--- src/rtl/cnn_pkg.sv ---
// cnn_pkg: shared default widths, signed max/saturate helpers and cfg_sel encodings.
package cnn_pkg;
  localparam int CNN_DW = 16;
  localparam int CNN_CH = 4;
  localparam int CNN_FRAC = 8;
  typedef enum logic {CFG_SCALE = 1'b0, CFG_SHIFT = 1'b1} cfg_sel_e;
  function automatic logic signed [63:0] smax(input logic signed [63:0] a, input logic signed [63:0] b);
    return a > b ? a : b;
  endfunction
  function automatic logic signed [63:0] sat(input logic signed [63:0] v, input int dw);
    logic signed [63:0] hi, lo;
    hi = (64'sd1 <<< (dw - 1)) - 64'sd1;
    lo = -hi - 64'sd1;
    return v > hi ? hi : v < lo ? lo : v;
  endfunction
endpackage

--- src/rtl/pool_bn_lane.sv ---
// pool_bn_lane: one channel of window max plus BN affine (POOL_BN_EN) and ReLU.
module pool_bn_lane
  import cnn_pkg::*;
#(
  parameter int DW = CNN_DW,
  parameter int FRAC = CNN_FRAC
) (
  input  logic signed [DW-1:0] lb,
  input  logic signed [DW-1:0] hr,
  input  logic signed [DW-1:0] x,
  input  logic signed [DW-1:0] s1,
`ifdef POOL_BN_EN
  input  logic signed [DW-1:0] scale,
  input  logic signed [DW-1:0] shift,
`endif
  output logic signed [DW-1:0] mx2,
  output logic signed [DW-1:0] mx3,
  output logic signed [DW-1:0] y
);
  logic signed [63:0] p;
  always_comb begin
    mx2 = DW'(smax(64'(hr), 64'(x)));
    mx3 = DW'(smax(64'(lb), 64'(mx2)));
`ifdef POOL_BN_EN
    p = 64'(s1) * 64'(scale) + (64'sd1 <<< (FRAC - 1));
    p = sat((p >>> FRAC) + 64'(shift), DW);
`else
    p = 64'(s1);
`endif
    y = p < 0 ? '0 : DW'(p);
  end
endmodule

--- src/rtl/pool_bn_relu_stream.sv ---
// pool_bn_relu_stream: streaming 2x2/2 max-pool -> per-channel BN -> ReLU.
// BN coefficients and cfg_* ports are only live when POOL_BN_EN is defined.
module pool_bn_relu_stream
  import cnn_pkg::*;
#(
  parameter int DW = CNN_DW,
  parameter int CH = CNN_CH,
  parameter int IMG_W = 32,
  parameter int IMG_H = 32,
  parameter int FRAC = CNN_FRAC,
  localparam int CHW = CH > 1 ? $clog2(CH) : 1,
  localparam int CW = $clog2(IMG_W),
  localparam int RW = $clog2(IMG_H),
  localparam int LW = IMG_W > 2 ? $clog2(IMG_W / 2) : 1
) (
  input  logic             clk,
  input  logic             rst,
  input  logic             s_valid,
  output logic             s_ready,
  input  logic [CH*DW-1:0] s_data,
  input  logic             s_last,
  output logic             m_valid,
  input  logic             m_ready,
  output logic [CH*DW-1:0] m_data,
  output logic             m_last,
  input  logic             cfg_we,
  input  logic             cfg_sel,
  input  logic [CHW-1:0]   cfg_ch,
  input  logic [DW-1:0]    cfg_data,
  output logic             frame_err
);
  if (IMG_W % 2 != 0) begin : g_bad_w
    $error("IMG_W must be even");
  end
  if (IMG_H % 2 != 0) begin : g_bad_h
    $error("IMG_H must be even");
  end
  logic en, acc, col_wrap, at_end;
  logic [CW-1:0] col_q, col_d;
  logic [RW-1:0] row_q, row_d;
  logic [CH*DW-1:0] hreg_q, hreg_d, s1_data_q, s1_data_d, m_data_q, m_data_d;
  logic [CH*DW-1:0] lbuf_rd, mx2, mx3, y;
  logic s1_valid_q, s1_valid_d, s1_last_q, s1_last_d;
  logic m_valid_q, m_valid_d, m_last_q, m_last_d, frame_err_q, frame_err_d;
  logic [CH*DW-1:0] lbuf [IMG_W/2];
  logic [LW-1:0] lbuf_idx;
  assign lbuf_idx = LW'(col_q >> 1);
  assign lbuf_rd = lbuf[lbuf_idx];
  assign s_ready = en;
  assign m_valid = m_valid_q;
  assign m_data = m_data_q;
  assign m_last = m_last_q;
  assign frame_err = frame_err_q;
  always_comb begin
    en = ~m_valid_q | m_ready;
    acc = s_valid & en;
    col_wrap = col_q == CW'(IMG_W - 1);
    at_end = col_wrap && row_q == RW'(IMG_H - 1);
    col_d = acc ? (s_last || col_wrap ? '0 : col_q + CW'(1)) : col_q;
    row_d = acc ? (s_last || at_end ? '0 : col_wrap ? row_q + RW'(1) : row_q) : row_q;
    hreg_d = acc && !col_q[0] ? s_data : hreg_q;
    frame_err_d = frame_err_q | (acc & s_last & ~at_end);
    s1_valid_d = en ? acc & row_q[0] & col_q[0] : s1_valid_q;
    s1_data_d = en ? mx3 : s1_data_q;
    s1_last_d = en ? at_end : s1_last_q;
    m_valid_d = en ? s1_valid_q : m_valid_q;
    m_last_d = en ? s1_valid_q & s1_last_q : m_last_q;
    m_data_d = en && s1_valid_q ? y : m_data_q;
  end
  always_ff @(posedge clk) begin
    if (rst) begin
      col_q <= '0;
      row_q <= '0;
      hreg_q <= '0;
      s1_valid_q <= 1'b0;
      s1_data_q <= '0;
      s1_last_q <= 1'b0;
      m_valid_q <= 1'b0;
      m_last_q <= 1'b0;
      m_data_q <= '0;
      frame_err_q <= 1'b0;
    end else begin
      col_q <= col_d;
      row_q <= row_d;
      hreg_q <= hreg_d;
      s1_valid_q <= s1_valid_d;
      s1_data_q <= s1_data_d;
      s1_last_q <= s1_last_d;
      m_valid_q <= m_valid_d;
      m_last_q <= m_last_d;
      m_data_q <= m_data_d;
      frame_err_q <= frame_err_d;
    end
  end
  // Row 0 of each pair always writes before row 1 reads, so no reset is needed here.
  always_ff @(posedge clk) begin
    if (acc && !row_q[0] && col_q[0]) lbuf[lbuf_idx] <= mx2;
  end
`ifdef POOL_BN_EN
  logic [DW-1:0] scale_q [CH], scale_d [CH], shift_q [CH], shift_d [CH];
  always_comb begin
    scale_d = scale_q;
    shift_d = shift_q;
    if (cfg_we && int'(cfg_ch) < CH) begin
      if (cfg_sel == CFG_SHIFT) shift_d[cfg_ch] = cfg_data;
      else scale_d[cfg_ch] = cfg_data;
    end
  end
  always_ff @(posedge clk) begin
    if (rst) begin
      scale_q <= '{default: DW'(1 << FRAC)};
      shift_q <= '{default: '0};
    end else begin
      scale_q <= scale_d;
      shift_q <= shift_d;
    end
  end
`else
  logic unused_cfg;
  assign unused_cfg = ^{cfg_we, cfg_sel, cfg_ch, cfg_data};
`endif
  for (genvar i = 0; i < CH; i++) begin : g_lane
    pool_bn_lane #(.DW(DW), .FRAC(FRAC)) u_lane (
      .lb(lbuf_rd[i*DW +: DW]),
      .hr(hreg_q[i*DW +: DW]),
      .x(s_data[i*DW +: DW]),
      .s1(s1_data_q[i*DW +: DW]),
`ifdef POOL_BN_EN
      .scale(scale_q[i]),
      .shift(shift_q[i]),
`endif
      .mx2(mx2[i*DW +: DW]),
      .mx3(mx3[i*DW +: DW]),
      .y(y[i*DW +: DW])
    );
  end
endmodule

--- config.mk ---
export PLATFORM = sky130hd
export DESIGN_NAME = pool_bn_relu_stream
export DESIGN_NICKNAME = d
export VERILOG_FILES = /design/src/rtl/cnn_pkg.sv /design/src/rtl/pool_bn_lane.sv /design/src/rtl/pool_bn_relu_stream.sv
export SDC_FILE = /design/constraint.sdc
export NUM_CORES = 1
export LEC_CHECK = 0
export ABC_AREA = 1
export ABC_CLOCK_PERIOD_IN_PS = 5000
export CORE_MARGIN = 4
export CORE_UTILIZATION = 45
export CTS_CLUSTER_DIAMETER = 50
export DETAILED_ROUTE_END_ITERATION = 16
export GPL_TIMING_DRIVEN = 1
export REMOVE_ABC_BUFFERS = 1
export SETUP_SLACK_MARGIN = 0.5
export SLEW_MARGIN = 15
export SYNTH_ARGS = -nofsm -noshare
export SYNTH_HDL_FRONTEND = slang
export SYNTH_HIERARCHICAL = 1
export SYNTH_SLANG_ARGS = --single-unit
--- constraint.sdc ---
create_clock -name clk -period 5 [get_ports clk]
set_input_delay 0.75 -clock clk [delete_from_list [all_inputs] [get_ports clk]]
set_output_delay 0.75 -clock clk [all_outputs]
set_load 0.005 [all_outputs]
==> qor.json <==
{
  "routed-via-count": {"value": 42200},
  "cts_root_buf": {"value": "sky130_fd_sc_hd__clkbuf_16"},
  "postCtsHoldBufs": {"value": 0},
  "gp_congestion": {"value": 0.859},
  "die_span_in_y": {"value": 366, "unit": "µm"},
  "synth_async_sr_flop_share": {"value": 0},
  "synth_top_area_cell": {"value": "sky130_fd_sc_hd__edfxtp_1"},
  "timing.critical_path.to_type": {"value": "register"},
  "syn_area_per_cell": {"value": 9.13, "unit": "µm²"},
  "synthesized_flop_and_latch_total": {"value": 1235},
  "fraction_of_post_synthesis_cell_area_in_the_top_cell_type_by_area": {"value": 0.533},
  "synth_top_cells_by_area": {"value": "sky130_fd_sc_hd__edfxtp_1, sky130_fd_sc_hd__nand2_1, sky130_fd_sc_hd__nand3_1"},
  "skew": {"value": 0.0200, "unit": "ns"},
  "cts_tree": {"value": "done"},
  "detailedPlace.worstSlack": {"value": 0.181, "unit": "ns"},
  "layout.cells.most_common": {"value": "sky130_fd_sc_hd__nand2_1"},
  "area_overhead_of_the_layout_relative_to_synthesis": {"value": 13.6, "unit": "%"},
  "slew_viol_final": {"value": 0},
  "post-route-period-util": {"value": 0.811},
  "postRouteWirelength": {"value": 158000, "unit": "µm"},
  "nets": {"value": 6596},
  "synth_flop_cell": {"value": "sky130_fd_sc_hd__edfxtp_1"},
  "hold_class": {"value": "register to register"},
  "peakVddDrop": {"value": 0.374, "unit": "mV"},
  "final_critical_path_setup_slack": {"value": 0.944, "unit": "ns"},
  "worst_skew_pair.late_latency": {"value": 0.76, "unit": "ns"},
  "worst_slew_pin_slew": {"value": 1.27, "unit": "ns"},
  "worst_slew_margin_rel": {"value": 0.155},
  "detail-route-antenna-nets": {"value": 0},
  "critical_path_class": {"value": "input port to register"},
  "synthCells": {"value": 6320},
  "pin_count": {"value": 157},
  "final-setup-viol-count": {"value": 0},
  "power-per-cell-area": {"value": 386, "unit": "mW/mm²"},
  "core": {"value": 0.128, "unit": "mm²"},
  "mostFrequentLayoutCells": {"value": "sky130_fd_sc_hd__nand2_1, sky130_fd_sc_hd__inv_1, sky130_fd_sc_hd__edfxtp_1"},
  "finalCriticalPeriod": {"value": 4.06, "unit": "ns"},
  "result_of_the_run": {"value": "finished, final reports clean"},
  "wirelength_per_cell": {"value": 19.4, "unit": "µm"},
  "cts_htree_levels": {"value": 4},
  "total_of_max_cap_violations": {"value": 0},
  "first_iter_violations": {"value": 3317},
  "grtUsageTotal": {"value": 0.231},
  "max_fclk": {"value": 247, "unit": "MHz"},
  "tritoncts_num_sinks": {"value": 1235},
  "synthDistinctLibCells": {"value": 36},
  "initial_antenna_violation_count": {"value": 3},
  "path_clk_slew": {"value": 0.06, "unit": "ns"},
  "grt_first_pass_wirelength": {"value": 239000, "unit": "µm"},
  "final_hold_viol_count": {"value": 0},
  "cp_data_required_time": {"value": 5.64, "unit": "ns"},
  "synth-warning-count": {"value": 6},
  "die_area": {"value": 0.134, "unit": "mm²"},
  "syn-cell-area": {"value": 0.0577, "unit": "mm²"},
  "cts.path.max_buffers": {"value": 3},
  "grt_pass1_vias": {"value": 40100},
  "overflow": {"value": 0},
  "drc_errors": {"value": 0},
  "start_kind": {"value": "input port"},
  "synth-edff-count": {"value": 1024},
  "grt_setup_unrepaired": {"value": "no"},
  "total_power": {"value": 0.0253, "unit": "W"},
  "cts_buffers": {"value": 147},
  "detailed_place_hpwl": {"value": 83800, "unit": "µm"},
  "std_cell_rows": {"value": 131},
  "initial_utilization": {"value": 0.453},
  "drt-pass1-iter-count": {"value": 6},
  "number_of_cells_upsized_or_downsized_after_cts": {"value": 0},
  "post_cts.repair.setup_buffers": {"value": 0},
  "grt_start_max_net_pins": {"value": 183},
  "critical_path_peak_fanout": {"value": 16},
  "total_leakage_power": {"value": 28.8, "unit": "nW"},
  "final_layout_size_suffix_gt1_frac": {"value": 0.0573},
  "io_buffers": {"value": 136},
  "timing.critical_path.arrival": {"value": 4.69, "unit": "ns"},
  "ys_seq_area_frac": {"value": 0.606},
  "horizontal_die_dimension": {"value": 366, "unit": "µm"},
  "post_drt_via_cell_ratio": {"value": 5.18}
}
-- cell usage after synthesis, drive strengths merged (2+ instances only) --
cell / instances
nand4: 73
nand3: 1017
o21a: 4
nor2: 386
a211oi: 4
conb: 4
buf: 231
nor3: 2
o21ai: 142
inv: 1109
dfxtp: 211
and2: 4
or2: 4
clkbuf: 86
ha: 132
a21o: 4
o21bai: 4
a21oi: 108
edfxtp: 1024
nand2: 1769
-- worst max-delay path, stage by stage --
cell and delay [ns]:
sky130_fd_sc_hd__clkdlybuf4s50_1 0.60, sky130_fd_sc_hd__inv_1 0.09, sky130_fd_sc_hd__ha_1 0.29, sky130_fd_sc_hd__a21oi_1 0.19, sky130_fd_sc_hd__nand2_1 0.07, sky130_fd_sc_hd__nand2_1 0.06
sky130_fd_sc_hd__nand2_1 0.06, sky130_fd_sc_hd__inv_1 0.07, sky130_fd_sc_hd__nand2_1 0.08, sky130_fd_sc_hd__nand2_1 0.11, sky130_fd_sc_hd__nand3_4 0.20, sky130_fd_sc_hd__nand2_1 0.14
sky130_fd_sc_hd__nand2_1 0.14, sky130_fd_sc_hd__ha_1 0.33, sky130_fd_sc_hd__nand2_1 0.08, sky130_fd_sc_hd__o21bai_1 0.11, sky130_fd_sc_hd__nand2_1 0.06, sky130_fd_sc_hd__nand2_1 0.05
sky130_fd_sc_hd__nand2_1 0.05, sky130_fd_sc_hd__nand2_1 0.09, sky130_fd_sc_hd__nand2_1 0.08, sky130_fd_sc_hd__nand2_2 0.08, sky130_fd_sc_hd__nand3_2 0.34, sky130_fd_sc_hd__nand3_1 0.23
sky130_fd_sc_hd__nand2_1 0.14, sky130_fd_sc_hd__nor2_1 0.14, sky130_fd_sc_hd__nor2_1 0.06
-- cell type report --
| class | instances | area (µm²) |
|---|---|---|
| diodes | 1 | 2.50 |
| clock buffers | 189 | 4010 |
| clock inverters | 80 | 766 |
| fillers | 11500 | 62000 |
| inverters | 1109 | 4200 |
| multi-input cells | 3659 | 17100 |
| flip-flops and latches | 1235 | 35000 |
| well taps | 1662 | 2080 |
| repair buffers | 223 | 2420 |
-- state kept, by name (all words and copies together), names as in the netlist, named ones only --
name / flops
frame_err: 1
m_valid: 1
m_last: 1
m_data: 64
lbuf: 1024
s1_valid_q: 1
row_q: 5
s1_last_q: 1
col_q: 5
hreg_q: 64
s1_data_q: 64
-- cell families after synthesis --
family / count (synthesis) / synth area share
adders and majority gates: 132 / 0.0286
buffers and inverters: 1426 / 0.100
AOI/OAI and AO/OA: 267 / 0.0239
other: 4 / 0.000260
DFF: 1235 / 0.606
and+or+nand+nor: 3256 / 0.241
-- path summary, 6_finish.rpt --
check,start,to,slack [ns],cells past startpoint
min,hreg_q[0],hreg_q[0],0.46,2
max,s_data[59],s1_data_q[62],0.94,27
max reg2reg,register,s1_data_q[62],1.00,20
min reg2reg,hreg_q[0],hreg_q[0],0.46,2
-- metal layers --
metal / track usage / part of all wire
met1: 0.299 / 0.43
met3: 0.0302 / 0.055
met5: 0 / 0
met2: 0.400 / 0.49
met4: 0.0779 / 0.030
-- power by group --
group / total, W / internal (W) / leakage [nW] / switching [W]
combinational: 0.00293 / 0.000846 / 15.5 / 0.00208
sequential: 0.0119 / 0.0117 / 11.0 / 0.000146
clock: 0.0105 / 0.00627 / 2.31 / 0.00426
-- per-stage QoR --
step | area (µm²) | TNS [ns] | utilization | hold WS (ns) | instances
finish | 65600 | 0 | 0.514 | 0.461 | 8158
detailed placement | 60800 | 0 | 0.477 | 0.453 | 7888
global route | 65600 | 0 | 0.514 | 0.483 | 8157
floorplan | 56100 | -970.21 | - | 0.432 | 6003
CTS | 65600 | 0 | 0.514 | 0.452 | 8157
global placement | 60800 | 0 | 0.477 | 0.449 | 7888
Note: power is estimated with default switching activity, not from simulation.
